==> src/rtl/definitions.sv <==
// Shared definitions for the stack sequencer: command codes, fault codes
// and the register-file operation encodings.
package definitions;

    // Register-file operation codes. DES_1 writes core[sc-2] (collapse the top
    // two entries into one), ADV_1 writes core[sc] (grow the stack by one).
    localparam logic [1:0] RF_NOP = 2'd0;
    localparam logic [1:0] DES_1  = 2'd1;
    localparam logic [1:0] ADV_1  = 2'd2;

    typedef enum logic [2:0] {
        NOP  = 3'd0,
        PUSH = 3'd1,
        POP  = 3'd2,
        BIN  = 3'd3,
        DUP  = 3'd4,
        SWAP = 3'd5
    } stack_cmd_t;

    typedef enum logic [1:0] {
        FLT_NONE = 2'd0,
        FLT_OVF  = 2'd1,
        FLT_UNF  = 2'd2,
        FLT_ILL  = 2'd3
    } fault_t;

endpackage

==> src/rtl/stack_chk.sv <==
// Command legality checker: decides whether a command is allowed at the
// current stack depth, which fault it raises if not, and the resulting depth.
module stack_chk
    import definitions::*;
#(
    parameter int DEPTH = 14,
    parameter int SPW   = 4
) (
    input  logic [2:0]     cmd,
    input  logic [SPW-1:0] sp,
    output logic           legal,
    output fault_t         fault_code,
    output logic [SPW-1:0] sp_next
);

    localparam logic [SPW-1:0] SP_ONE   = SPW'(1);
    localparam logic [SPW-1:0] SP_TWO   = SPW'(2);
    localparam logic [SPW-1:0] SP_DEPTH = SPW'(DEPTH);

    // Precondition table per command; a failing command leaves the depth alone.
    always_comb begin
        legal      = 1'b1;
        fault_code = FLT_NONE;
        sp_next    = sp;
        case (stack_cmd_t'(cmd))
            NOP: begin
                sp_next = sp;
            end
            PUSH: begin
                if (sp < SP_DEPTH) begin
                    sp_next = sp + SP_ONE;
                end else begin
                    legal      = 1'b0;
                    fault_code = FLT_OVF;
                end
            end
            POP: begin
                if (sp >= SP_ONE) begin
                    sp_next = sp - SP_ONE;
                end else begin
                    legal      = 1'b0;
                    fault_code = FLT_UNF;
                end
            end
            BIN: begin
                if (sp >= SP_TWO) begin
                    sp_next = sp - SP_ONE;
                end else begin
                    legal      = 1'b0;
                    fault_code = FLT_UNF;
                end
            end
            DUP: begin
                if (sp < SP_ONE) begin
                    legal      = 1'b0;
                    fault_code = FLT_UNF;
                end else if (sp >= SP_DEPTH) begin
                    legal      = 1'b0;
                    fault_code = FLT_OVF;
                end else begin
                    sp_next = sp + SP_ONE;
                end
            end
            SWAP: begin
                if (sp < SP_TWO) begin
                    legal      = 1'b0;
                    fault_code = FLT_UNF;
                end
            end
            default: begin
                legal      = 1'b0;
                fault_code = FLT_ILL;
            end
        endcase
    end

endmodule

==> src/rtl/stack_ctrl.sv <==
// Stack sequencer: owns the stack pointer, accepts commands over a
// valid/ready handshake and drives the stack register file. SWAP is split
// into two register-file writes; illegal commands park the block in a sticky
// fault state until fault_clr.
module stack_ctrl
    import definitions::*;
#(
    parameter int DEPTH = 14,
    parameter int DW    = 8,
    parameter int SPW   = 4
) (
    input  logic           clk,
    input  logic           reset_n,
    input  logic           cmd_valid,
    output logic           cmd_ready,
    input  logic [2:0]     cmd,
    input  logic [DW-1:0]  cmd_data,
    input  logic           fault_clr,
    output logic [1:0]     rf_op,
    output logic           rf_we,
    output logic [SPW-1:0] rf_sc,
    output logic [DW-1:0]  rf_di,
    input  logic [DW-1:0]  rf_do_a,
    input  logic [DW-1:0]  rf_do_b,
    output logic [SPW-1:0] sp,
    output logic           fault,
    output logic [1:0]     fault_code
);

    typedef enum logic [1:0] {
        ST_IDLE  = 2'd0,
        ST_SWAP2 = 2'd1,
        ST_FAULT = 2'd2
    } state_t;

    localparam logic [SPW-1:0] SP_ONE = SPW'(1);

    state_t         state;
    logic [DW-1:0]  hold_b;
    fault_t         fault_q;

    logic           chk_legal;
    fault_t         chk_code;
    logic [SPW-1:0] chk_sp_next;

    stack_chk #(
        .DEPTH (DEPTH),
        .SPW   (SPW)
    ) u_chk (
        .cmd        (cmd),
        .sp         (sp),
        .legal      (chk_legal),
        .fault_code (chk_code),
        .sp_next    (chk_sp_next)
    );

    assign fault_code = fault_q;
    assign fault      = reset_n && (fault_q != FLT_NONE);

    // Register-file drive and handshake; everything is held quiet during reset
    // so a reset landing on SWAP2 cancels the second write.
    always_comb begin
        cmd_ready = 1'b0;
        rf_we     = 1'b0;
        rf_op     = RF_NOP;
        rf_sc     = '0;
        rf_di     = '0;
        if (reset_n) begin
            case (state)
                ST_IDLE: begin
                    cmd_ready = 1'b1;
                    rf_sc     = sp;
                    if (cmd_valid && chk_legal) begin
                        case (stack_cmd_t'(cmd))
                            PUSH: begin
                                rf_we = 1'b1;
                                rf_op = ADV_1;
                                rf_di = cmd_data;
                            end
                            BIN: begin
                                rf_we = 1'b1;
                                rf_op = DES_1;
                                rf_di = cmd_data;
                            end
                            DUP: begin
                                rf_we = 1'b1;
                                rf_op = ADV_1;
                                rf_di = rf_do_a;
                            end
                            SWAP: begin
                                rf_we = 1'b1;
                                rf_op = DES_1;
                                rf_di = rf_do_a;
                            end
                            default: begin
                                rf_we = 1'b0;
                            end
                        endcase
                    end
                end
                ST_SWAP2: begin
                    rf_sc = sp - SP_ONE;
                    rf_we = 1'b1;
                    rf_op = ADV_1;
                    rf_di = hold_b;
                end
                ST_FAULT: begin
                    rf_sc = sp;
                end
                default: begin
                    rf_sc = sp;
                end
            endcase
        end
    end

    // Sequencer state, stack pointer, SWAP holding register and sticky fault.
    always_ff @(posedge clk) begin
        if (!reset_n) begin
            state   <= ST_IDLE;
            sp      <= '0;
            hold_b  <= '0;
            fault_q <= FLT_NONE;
        end else begin
            case (state)
                ST_IDLE: begin
                    if (cmd_valid) begin
                        if (chk_legal) begin
                            sp <= chk_sp_next;
                            if (stack_cmd_t'(cmd) == SWAP) begin
                                hold_b <= rf_do_b;
                                state  <= ST_SWAP2;
                            end
                        end else begin
                            fault_q <= chk_code;
                            state   <= ST_FAULT;
                        end
                    end
                end
                ST_SWAP2: begin
                    state <= ST_IDLE;
                end
                ST_FAULT: begin
                    if (fault_clr) begin
                        fault_q <= FLT_NONE;
                        state   <= ST_IDLE;
                    end
                end
                default: begin
                    state <= ST_IDLE;
                end
            endcase
        end
    end

endmodule

==> config.mk <==
export PLATFORM = sky130hd
export DESIGN_NAME = stack_ctrl
export DESIGN_NICKNAME = d
export VERILOG_FILES = /design/src/rtl/definitions.sv /design/src/rtl/stack_chk.sv /design/src/rtl/stack_ctrl.sv
export SDC_FILE = /design/constraint.sdc
export NUM_CORES = 1
export LEC_CHECK = 0
export BUFFER_PORTS_ARGS = -buffer_cell sky130_fd_sc_hd__buf_2
export CAP_MARGIN = 20
export CORE_UTILIZATION = 40
export CTS_CLUSTER_DIAMETER = 200
export DETAILED_ROUTE_END_ITERATION = 8
export PLACE_DENSITY = 0.76
export RECOVER_POWER = 100
export SLEW_MARGIN = 20
export SYNTH_ARGS = -nofsm -noshare
export SYNTH_HDL_FRONTEND = slang
export SYNTH_SLANG_ARGS = --single-unit
export TNS_END_PERCENT = 50
==> constraint.sdc <==
create_clock -name clk -period 2.8 [get_ports clk]
set_input_delay 0.14 -clock clk [delete_from_list [all_inputs] [get_ports clk]]
set_output_delay 0.14 -clock clk [all_outputs]
set_load 0.02 [all_outputs]
==> impl_metrics.yaml <==
status:
  status: "finished clean"
grt:
  grt_pass1_vias: 1085
  grt_usage_pct: 18.4
  grt_pass1_wl_mm: 4.96
  antenna_found_initial: 0
  grt_start_max_net_pins: 33
  grt_overflow: 0
finish:
  drive_above_1_share_pct: 26.1
  design_area_sq_um: 1600
  area_growth_pct: 22.7
  final_net_count: 243
  diodes: 0
  layout_commonest_cell: "buf_2"
  post-route-util_pct: 52.0
  layout_common_cells: "buf_2 (32), nand2_1 (21), dfxtp_1 (16), a22o_1 (14), clkbuf_1 (13)"
timing:
  finalClockSkew_ns: 0.00740
  maxSlewHeadroom_pct: 60.0
  post-route-period-util_pct: 93.0
  hold_ws_ns: 0.0812
  finalSetupViolCount: 0
  drv_slew: 0
  grt_setup_unrepaired: "no"
  setup_tns_ns: 0
  worst_slew_pin_slew_ns: 0.599
  fmax_mhz: 384
  finalHoldViolations: 0
  min_period_ns: 2.60
clock_network:
  h-tree-depth: 1
  clock-root-buffer: "clkbuf_4"
  path_clk_slew_ns: 0.10
  numClockSinks: 16
  clk_latency_ns: 0.29
  post_cts_buffers: 0
  cts_buffer_depth: 2
  hold_buffers: 0
  cts_tree: "yes"
  numCtsBuffers: 3
  ctsResizeCount: 0
routing:
  ant_nets: 0
  vias_per_cell: 5.23
  firstDrtPassIters: 5
  vias: 1312
  routed_wl_mm: 3.25
  wl_per_cell_um: 12.9
  dr.first_iter.drc_count: 52
  route.detailed.drc: 0
pwr:
  ir_drop_mv: 0.240
  total_power_mw: 0.569
  leakage_nw: 0.649
  powerDensity_nw_per_um2: 355
die:
  die_w_um: 59.1
  fp-row-count: 20
  die_h_um: 59.1
  die-area_sq_um: 3500
  ios: 54
  core_area_sq_um: 3080
  start_util_pct: 42.4
synth:
  synth_fp_nets: 193
  netlist_area_sq_um: 1310
  syn_avg_cell_area_sq_um: 8.26
  postSynthCellCount: 158
  ys_ff_latch: 16
  synth_warnings: 0
  ys_seq_area_share_pct: 24.5
  yosysUniqueCellTypes: 47
placement:
  port-buffer-count: 53
  dpl-instance-area_sq_um: 1600
  gp_congestion: 0.842
  dp_hpwl_mm: 2.45
setup_path:
  crit_type: "reg2out"
  cp_max_fo: 11
  worstPathRequired_ns: 2.66
  arrival_ns: 2.46
  startpoint_type: "register"
  cp-end-kind: "output port"
min_path:
  hold_path.class: "in2reg"
job:
  maxCapViolCount: 0
## cell usage after synthesis (all sizes together)
library cell  count  area, sq um
xnor2             4         35.0
a41oi             1         8.76
a32o              1         10.0
a22oi             2         20.0
and3              1         6.26
nand2            21         78.8
a31o              1         8.76
nor3              3         15.0
nor2b             6         37.5
inv               2         7.51
o21ai             5         28.8
a21oi             2         10.0
clkbuf            5         20.0
ha                4         50.1
a22o             14          123
a211oi            2         27.5
o211ai            1         7.51
o21a              4         30.0
o211a             1         10.0
nor2              8         40.0
o31ai             5         42.5
and2              6         37.5
buf               6         31.3
nor3b             4         30.0
mux2i            10          100
mux2              1         11.3
dfxtp            16          320
nor4              1         12.5
nand3b            1         7.51
or4               2         15.0
o311a             1         10.0
a221oi            1         15.0
a21boi            3         22.5
nand2b            5         31.3
or3               1         6.26
and2b             1         7.51
nand3             6         30.0
## worst paths after layout
path / slack, ns / startpoint / depth (start not counted) / to
worst min-delay path: 0.08 / rf_do_b[4] / 3 / hold_b[4]
worst min register to register: 0.47 / hold_b[2] / 2 / hold_b[2]
worst max-delay path: 0.20 / sp[1] / 8 / rf_di[0]
worst max register to register: 0.27 / sp[1] / 7 / sp[3]
## per-layer routing
layer | share of wire [%] | GRT usage, % | vias up | wire length [um]
met3 | 3.9 | 2.40 | 5 | 126
met2 | 42 | 25.8 | 37 | 1360
met1 | 53 | 28.6 | 591 | 1730
li1 | - | - | 679 | -
met5 | 0 | 0 | - | 0
met4 | 1.1 | 6.12 | 0 | 36
## kinds of logic (layout without fill, tap and decap cells)
logic type	Yosys count	after routing	synth area share (%)
simple gates	66	66	27.2
compound gates	44	44	28.7
flops	16	16	24.5
buf+inv	13	62	4.51
mux	11	11	8.53
fa+ha+maj	4	4	3.84
xor+xnor	4	4	2.68
## final cells by class
cell class | count | area [sq um]
Clock buffer | 4 | 36.3
Inverter | 2 | 7.51
Multi-Input combinational cell | 129 | 911
Timing Repair Buffer | 56 | 272
Fill cell | 315 | 1480
Sequential cell | 16 | 320
Tap cell | 44 | 55.1
## power breakdown
part | leakage (nW) | internal (mW) | switching [mW]
clock | 0.0210 | 0.0792 | 0.0744
sequential | 0.130 | 0.235 | 0.0119
combinational | 0.499 | 0.0717 | 0.0964
## per-stage QoR
stage	instances	worst slack [ns]
finish	251	0.196
global route	251	0.0149
CTS	251	0.178
detailed placement	247	0.497
global placement	247	0.538
floorplan	158	0.453
## registers in the layout, summed over array words and instances (netlist names)
register	cells
sp	4
hold_b	8
fault_code	2
state	2
## worst max-delay path, stage by stage (launching register included)
cell and delay (ns):
dfxtp_1 0.54, inv_1 0.15, ha_1 0.26, nor3b_1 0.18, nor4_2 0.33, a211oi_4 0.11, nor2_2 0.28, a22o_1 0.18
clkbuf_2 0.16
Note: power is estimated with default switching activity, not from simulation.
